### config.mk
export PLATFORM = sky130hd
export DESIGN_NAME = fetch_dec_buf
export DESIGN_NICKNAME = d
export VERILOG_FILES = /design/src/rtl/fetch_dec_buf.sv
export SDC_FILE = /design/constraint.sdc
export NUM_CORES = 1
export LEC_CHECK = 0
export ABC_AREA = 1
export CAP_MARGIN = 10
export CELL_PAD_IN_SITES_DETAIL_PLACEMENT = 1
export CELL_PAD_IN_SITES_GLOBAL_PLACEMENT = 2
export CORE_MARGIN = 5
export CORE_UTILIZATION = 31
export DETAILED_ROUTE_END_ITERATION = 8
export GPL_ROUTABILITY_DRIVEN = 0
export GPL_TIMING_DRIVEN = 0
export PLACE_DENSITY = 0.74
export SLEW_MARGIN = 20
export SYNTH_ARGS = -nofsm -noshare
export SYNTH_HDL_FRONTEND = slang
export SYNTH_SLANG_ARGS = --single-unit
export TNS_END_PERCENT = 5
### constraint.sdc
create_clock -name clk -period 3.3 [get_ports clk]
set_input_delay 0.66 -clock clk [delete_from_list [all_inputs] [get_ports clk]]
set_output_delay 0.66 -clock clk [all_outputs]
set_load 0.01 [all_outputs]
### src/rtl/fetch_dec_buf.sv
// fetch_dec_buf: circular instruction buffer between fetch and decode.
//   Fetch side : f_valid/f_pc/f_inst/f_pred (FETCH_WIDTH lanes, lane 0 in LSBs),
//                f_ready = room for a full fetch group. Valid lanes are compacted.
//   Decode side: d_valid/d_pc/d_inst/d_pred show the oldest DEC_WIDTH entries
//                (first-word-fall-through); d_take pops a lane-0-anchored prefix.
//   Status     : count = occupied entries, err = sticky take-on-invalid flag.
//   Control    : flush discards all entries; reset_ is async active-low.
module fetch_dec_buf #(
  parameter int ADDR        = 32,
  parameter int INST        = 32,
  parameter int FETCH_WIDTH = 2,
  parameter int DEC_WIDTH   = 2,
  parameter int DEPTH       = 8,
  localparam int AW = $clog2(DEPTH),
  localparam int PW = AW + 1,
  localparam int CW = $clog2(DEPTH + 1)
) (
  input  logic                        clk,
  input  logic                        reset_,
  input  logic                        flush,
  input  logic [FETCH_WIDTH-1:0]      f_valid,
  input  logic [FETCH_WIDTH*ADDR-1:0] f_pc,
  input  logic [FETCH_WIDTH*INST-1:0] f_inst,
  input  logic [FETCH_WIDTH-1:0]      f_pred,
  output logic                        f_ready,
  output logic [DEC_WIDTH-1:0]        d_valid,
  output logic [DEC_WIDTH*ADDR-1:0]   d_pc,
  output logic [DEC_WIDTH*INST-1:0]   d_inst,
  output logic [DEC_WIDTH-1:0]        d_pred,
  input  logic [DEC_WIDTH-1:0]        d_take,
  output logic [CW-1:0]               count,
  output logic                        err
);

  // Entry storage: no reset, contents only meaningful below count.
  logic [ADDR-1:0] pc_mem   [DEPTH];
  logic [INST-1:0] inst_mem [DEPTH];
  logic            pred_mem [DEPTH];

  logic [PW-1:0] wr_ptr_q, wr_ptr_d, rd_ptr_q, rd_ptr_d;
  logic [CW-1:0] count_q, count_d;
  logic          err_q, err_d;

  logic [FETCH_WIDTH-1:0][AW-1:0] wslot;
  logic [CW-1:0]                  push_n, pop_n;
  logic                           push_en, run;

  // Ready from the registered count only, so a slot popped this cycle is not
  // offered to fetch until the following cycle.
  assign f_ready = (32'(count_q) + 32'(FETCH_WIDTH)) <= 32'(DEPTH);
  assign push_en = f_ready & ~flush;
  assign count   = count_q;
  assign err     = err_q;

  always_comb begin
    // Compaction: each valid lane lands at wr_ptr + (valid lanes below it).
    push_n = '0;
    wslot  = '0;
    for (int i = 0; i < FETCH_WIDTH; i++) begin
      wslot[i] = wr_ptr_q[AW-1:0] + AW'(push_n);
      push_n   = push_n + CW'(f_valid[i]);
    end
    // Pop the unbroken run of taken, valid lanes starting at lane 0.
    pop_n = '0;
    run   = 1'b1;
    for (int i = 0; i < DEC_WIDTH; i++) begin
      run   = run & d_take[i] & d_valid[i];
      pop_n = pop_n + CW'(run);
    end
  end

  always_comb begin
    err_d = err_q | (|(d_take & ~d_valid));
    if (flush) begin
      wr_ptr_d = wr_ptr_q;
      rd_ptr_d = wr_ptr_q;
      count_d  = '0;
    end else begin
      wr_ptr_d = wr_ptr_q + (push_en ? PW'(push_n) : PW'(0));
      rd_ptr_d = rd_ptr_q + PW'(pop_n);
      count_d  = count_q + (push_en ? push_n : CW'(0)) - pop_n;
    end
  end

  always_ff @(posedge clk or negedge reset_) begin
    if (!reset_) begin
      wr_ptr_q <= '0;
      rd_ptr_q <= '0;
      count_q  <= '0;
      err_q    <= 1'b0;
    end else begin
      wr_ptr_q <= wr_ptr_d;
      rd_ptr_q <= rd_ptr_d;
      count_q  <= count_d;
      err_q    <= err_d;
    end
  end

  always_ff @(posedge clk) begin
    if (push_en) begin
      for (int i = 0; i < FETCH_WIDTH; i++) begin
        if (f_valid[i]) begin
          pc_mem[wslot[i]]   <= f_pc[i*ADDR +: ADDR];
          inst_mem[wslot[i]] <= f_inst[i*INST +: INST];
          pred_mem[wslot[i]] <= f_pred[i];
        end
      end
    end
  end

  // Decode lanes read consecutive slots from the head, wrapping mod DEPTH.
  for (genvar g = 0; g < DEC_WIDTH; g++) begin : g_dec
    logic [AW-1:0] rslot;
    assign rslot                  = rd_ptr_q[AW-1:0] + AW'(g);
    assign d_valid[g]             = CW'(g) < count_q;
    assign d_pc[g*ADDR +: ADDR]   = pc_mem[rslot];
    assign d_inst[g*INST +: INST] = inst_mem[rslot];
    assign d_pred[g]              = pred_mem[rslot];
  end

endmodule

==> results_dict.tcl, run 1 <==
set metrics [dict create \
    hold_violations 0 \
    layout_commonest_cell "nand2_1" \
    die_y_um 341 \
    worst_pin_slew_ps 1070 \
    arrival_ps 2770 \
    yosysSeqAreaShare_pct 46.8 \
    drtPass1Iterations 5 \
    first_iter_violations 3182 \
    row_count 121 \
    worstPathRequired_ps 2640 \
    clk_latency_ps 640 \
    reg2regPathDepth 9 \
    synthMuxAreaShare_pct 0 \
    cp_num_buf_inv 5 \
    synth_top_cell_area_share_pct 45.9 \
    grt_pass1_wl_um 253000 \
    ios 275 \
    synth-compound-area-share_pct 17.2 \
    grt_setup_unrepaired "yes" \
    final_cell_mix "1138 x nand2_1, 589 x nand3_1, 520 x edfxtp_1, 443 x o21ai_0, 281 x inv_1" \
    synthAdderAreaFrac_pct 0.714 \
    wl_um 179000 \
    timing.rr.start "wr_ptr_q[0]$_DFFE_PN0N_" \
    synth_simple_gate_area_share_pct 24.7 \
    met1_usage_pct 37.2 \
    grt_use_total_pct 29.6 \
    crit_top_cell "clkbuf_16" \
    fin_crit_sh_pct 104 \
    nNetsFinal 4907 \
    cts_hold_buffers 0 \
    grt_busiest_layer "met2" \
    report.final.slew_viol_count 0 \
    cts_buffers 73 \
    grt_start_max_net_pins 66 \
    synth.area.top_cells "edfxtp_1 46%, nand2_1 13%, nand3_1 8.7%, o21ai_0 7.3%, buf_2 4.0%" \
    reg2reg_to "pc_mem[5][7]$_DFFE_PP_" \
    start_util_pct 31.2 \
    area_growth_pct 22.7 \
    syn-instance-count 4489 \
    timing.fmax_mhz 292 \
    cts_root_buf "clkbuf_16" \
    layout_setup_ws_ps -128 \
    startpoint_type "flop" \
    hold_class "primary input to flop" \
    grt_antenna_before_repair 17 \
    outcome "finished, violations left" \
    grt-ovfl-total 0 \
    numClockSinks 531 \
    hpwl_um 124000 \
    synth-seq-cells 531 \
    max_cap_viol_count 0 \
    h-tree-depth 3 \
    fin_setup_tns_ps -3610 \
    ys_types 29 \
    cts_max_path_buffers 3 \
    synth_top_family_by_area "simple AND/OR/NAND/NOR gates" \
    critPathCapture "d_inst[62]" \
    grt_use_met2_pct 50.4 \
    peakVddDrop_mv 0.485 \
    nFillCells 13000 \
    hp-start "flush" \
    endpoint_kind "primary output" \
    routed_via_density 5.60 \
    drc_errors 0 \
    holdWs_ps 313 \
    die_w_um 341 \
    path_max_fanout 10 \
    drive_gt1_share_pct 17.3 \
    core_area_um2 109000 \
    syn-num-nets 4643 \
    synth_top_area_cell "edfxtp_1" \
    power_density_nw_per_um2 1070 \
    critPathTopFamily "buffers and inverters" \
    port_buffers 143 \
    relSlewSlack_pct 28.4 \
    clock_skew_ps 20.3 \
    synth_area_per_cell_um2 7.57 \
    finalCriticalPeriod_ps 3430 \
    setup_viol 89 \
    cp_num_cells 9 \
    cp_slowest_cell "dfrtp_2" \
    die-area_um2 116000 \
    grt_pass1_vias 36100 \
    path_clk_slew_ps 60 \
    critical_path_class "flop to primary output" \
    cp_cell_sequence "ha_4, inv_2, clkbuf_16, clkbuf_16, o21ai_1, o22ai_2, inv_1, o21ai_2, clkdlybuf4s15_2" \
    use_met3_pct 5.19 \
    vias 34900 \
    slowest_delay_ps 500 \
    violations "negative setup slack" \
    synth_xor_area_share_pct 0.0515 \
    ant_nets 0 \
    p_leak_uw 0.0179 \
    utilization_pct 38.3 \
    critPathLaunch "rd_ptr_q[0]$_DFF_PN0_" \
    reg2reg_setup_slack_ps 60 \
    routedWlPerCell_um 28.7 \
    cts_tree "built" \
    yosys_warnings 0 \
    netlist_area_um2 34000 \
]
## cells in the mapped netlist
library cell,number
nor2_8,1
fa_1,4
nand3_1,590
a21oi_1,266
buf_4,35
buf_6,10
buf_2,273
xor2_1,2
nor2_2,1
o21bai_1,1
nand2_1,1147
clkbuf_1,125
o21ai_1,227
nand2_2,1
dfrtp_1,11
inv_2,3
ha_1,13
o21a_1,66
buf_1,21
o21ai_0,493
nor2_1,273
inv_1,285
nand4_1,8
o22ai_1,64
clkbuf_4,6
nor3_1,8
clkbuf_2,34
inv_4,1
edfxtp_1,520
## cell type report
type / count / area, µm² / share of cell area [%]
flip-flops and latches: 531 / 15900 / 38.1
multi-input cells: 3165 / 15100 / 36.1
plain buffers: 501 / 3810 / 9.15
clock buffers: 95 / 2000 / 4.81
repair buffers: 192 / 1810 / 4.34
well taps: 1414 / 1770 / 4.24
inverters: 289 / 1100 / 2.65
clock inverters: 32 / 196 / 0.471
diodes: 12 / 30.0 / 0.0720
## repair_timing
action	CTS	global route
cloned	7	3
pin swaps	50	19
resized for setup	940	98
endpoints found under the setup margin	224	307
buffers inserted	24	5
## sequential cells by signal, indices dropped and copies added, names as in the netlist
name / count
inst_mem: 256
pc_mem: 256
pred_mem: 8
count: 4
rd_ptr_q: 3
wr_ptr_q: 3
err: 1
## report_power, final
| part | switching [µW] | total (µW) | internal [µW] |
|---|---|---|---|
| logic | 18400 | 27800 | 9430 |
| clock network | 3310 | 7710 | 4410 |
| registers | 441 | 9040 | 8600 |
## worst min path at each step
stage                               to  cells after the start
floorplan           count[0]$_DFF_PN0_                      0
global placement         err$_DFF_PN0_                      1
detailed placement       err$_DFF_PN0_                      1
CTS                 count[0]$_DFF_PN0_                      2
global route        count[0]$_DFF_PN0_                      2
finish              count[0]$_DFF_PN0_                      2
## kinds of logic after synthesis
family,count (synthesis)
and+or+nand+nor,2029
AOI/OAI and AO/OA,1117
buffers and inverters,793
DFF,531
adders and majority gates,17
xor gates and xnor gates,2
## stage by stage
step	power (µW)	std cells	setup slack (ps)	area, µm²
floorplan	21300	4489	-291	34000
global placement	33700	6046	-3360	37200
detailed placement	34000	6058	-1200	37500
CTS	44200	6216	-152	41600
global route	46300	6223	-140	41700
finish	44600	6231	-128	41700
## layer usage
layer / vias to the layer above / routed length (µm)
met5: - / 31
met4: 6 / 7460
met3: 378 / 12900
met2: 1418 / 85500
met1: 17400 / 73300
li1: 15700 / -
(Power assumes the default switching activity.)
==> run 2, diff against run 1 <==
--- a/config.mk
+++ b/config.mk
@@ -19,4 +19,4 @@
 export SYNTH_ARGS = -nofsm -noshare
 export SYNTH_HDL_FRONTEND = slang
 export SYNTH_SLANG_ARGS = --single-unit
-export TNS_END_PERCENT = 5
+export TNS_END_PERCENT = 1
==> results_dict.tcl, run 2 (synthesis results as in run 1) <==
set metrics [dict create \
    cts_root_buf "clkbuf_16" \
    routed_via_density 5.60 \
    clk_latency_ps 640 \
    ant_nets 0 \
    port_buffers 143 \
    finalCriticalPeriod_ps 3430 \
    seq_power_share_pct 20.3 \
    hpwl_um 124000 \
    crit_top_cell "buf_12" \
    grt_antenna_before_repair 17 \
    path_clk_slew_ps 60 \
    clkPwrFrac_pct 17.4 \
    worst_pin_slew_ps 1030 \
    report.final.slew_viol_count 0 \
    peakVddDrop_mv 0.481 \
    die_y_um 341 \
    path_max_fanout 10 \
    power.share.switching_pct 49.8 \
    slowest_delay_ps 500 \
    setup_viol 49 \
    max_cap_viol_count 0 \
    ios 275 \
    wl_um 179000 \
    area_growth_pct 22.4 \
    relSlewSlack_pct 31.4 \
    power_density_nw_per_um2 1070 \
    die-area_um2 116000 \
    pwr-share-comb_pct 62.3 \
    cp_num_buf_inv 7 \
    core_area_um2 109000 \
    drtPass1Iterations 6 \
    cts_max_path_buffers 3 \
    critPathTopFamily "buffers and inverters" \
    violations "negative setup slack" \
    endpoint_kind "primary output" \
    routedWlPerCell_um 28.8 \
    grt_start_max_net_pins 66 \
    cts_tree "built" \
    layout_setup_ws_ps -134 \
    grt_pass1_wl_um 253000 \
    layout_commonest_cell "nand2_1" \
    fin_setup_tns_ps -2310 \
    numClockSinks 531 \
    grt-ovfl-total 0 \
    fin_crit_sh_pct 104 \
    grt_setup_unrepaired "yes" \
    row_count 121 \
    critical_path_class "flop to primary output" \
    p_leak_uw 0.0179 \
    start_util_pct 31.2 \
    grt_pass1_vias 36100 \
    die_w_um 341 \
    drc_errors 0 \
    p_sw_uw 22100 \
    arrival_ps 2770 \
    hold_violations 0 \
    timing.fmax_mhz 291 \
    clock_skew_ps 23.9 \
    cts_buffers 73 \
    cp_slowest_cell "dfrtp_2" \
    first_iter_violations 3283 \
    cts_hold_buffers 0 \
    drive_gt1_share_pct 17.5 \
    hold_class "primary input to flop" \
    h-tree-depth 3 \
    worstPathRequired_ps 2640 \
    vias 34900 \
    outcome "finished, violations left" \
    cp_cell_sequence "buf_12, inv_16, buf_12, buf_12, clkbuf_4, o21ai_0, o22ai_2, inv_2, o21ai_4, buf_6" \
    holdWs_ps 314 \
    power.internal_uw 22300 \
    startpoint_type "flop" \
    grt_use_total_pct 29.6 \
    final_cell_mix "1138 x nand2_1, 589 x nand3_1, 520 x edfxtp_1, 440 x o21ai_0, 281 x inv_1" \
    nNetsFinal 4907 \
]
## run 2: power groups by stage
stage               logic, µW  clock network (µW)  registers, µW
CTS                     27400                7770           9030
global route            29100                8010           9120
detailed placement      24800                   0           9140
finish                  27700                7720           9040
floorplan               12200                   0           9040
global placement        24500                   0           9260
## run 2: through the flow
step	cells	utilization, %	worst slack, ps	total power, µW	cell area [µm²]
global placement	6046	34.2	-3360	33700	37200
detailed placement	6058	34.5	-1200	34000	37500
finish	6228	38.2	-134	44500	41600
CTS	6216	38.2	-152	44200	41600
floorplan	4489	-	-291	21300	34000
global route	6222	38.2	-154	46200	41600
## run 2: worst reg2reg max path, stage by stage, from the launching register on
cell	delay, ps
dfrtp_1	470
ha_1	230
ha_1	310
inv_1	80
nand3_1	100
nor2_1	230
nand4_1	250
clkbuf_1	410
nand2_8	410
buf_16	310
## run 2: repair_timing
item                                    CTS  global route
cloned                                    7             4
buffers inserted                         24             5
pin swaps                                50            25
gates resized for setup                 936           129
endpoints found under the setup margin  224           308
## run 2: path summary, 6_finish.rpt
kind	start	end	slack, ps	cells past startpoint
setup / recovery	rd_ptr_q[0]$_DFF_PN0_	d_inst[32]	-130	10
min in group asynchronous	reset_	count[3]$_DFF_PN0_	390	1
hold / removal	flush	count[0]$_DFF_PN0_	310	2
hold reg to reg	err$_DFF_PN0_	err$_DFF_PN0_	480	1
setup reg to reg	wr_ptr_q[0]$_DFFE_PN0N_	pc_mem[5][2]$_DFFE_PP_	90	9
max in group asynchronous	reset_	rd_ptr_q[2]$_DFF_PN0_	2500	1
## run 2: area by class of cell
class | count | area [µm²]
fillers | 13100 | 67200
flip-flops and latches | 531 | 15900
multi-input cells | 3165 | 15100
plain buffers | 500 | 3780
clock buffers | 95 | 2000
well taps | 1414 | 1770
repair buffers | 193 | 1760
inverters | 289 | 1100
clock inverters | 32 | 196
diodes | 9 | 22.5
## run 2: layer usage
metal	share of wire, %	GRT usage [%]	up-vias
met4	4.3	12.4	10
met3	7.6	5.22	386
li1	-	-	15700
met1	40	37.1	17300
met2	48	50.4	1474
met5	0.036	0.875	-
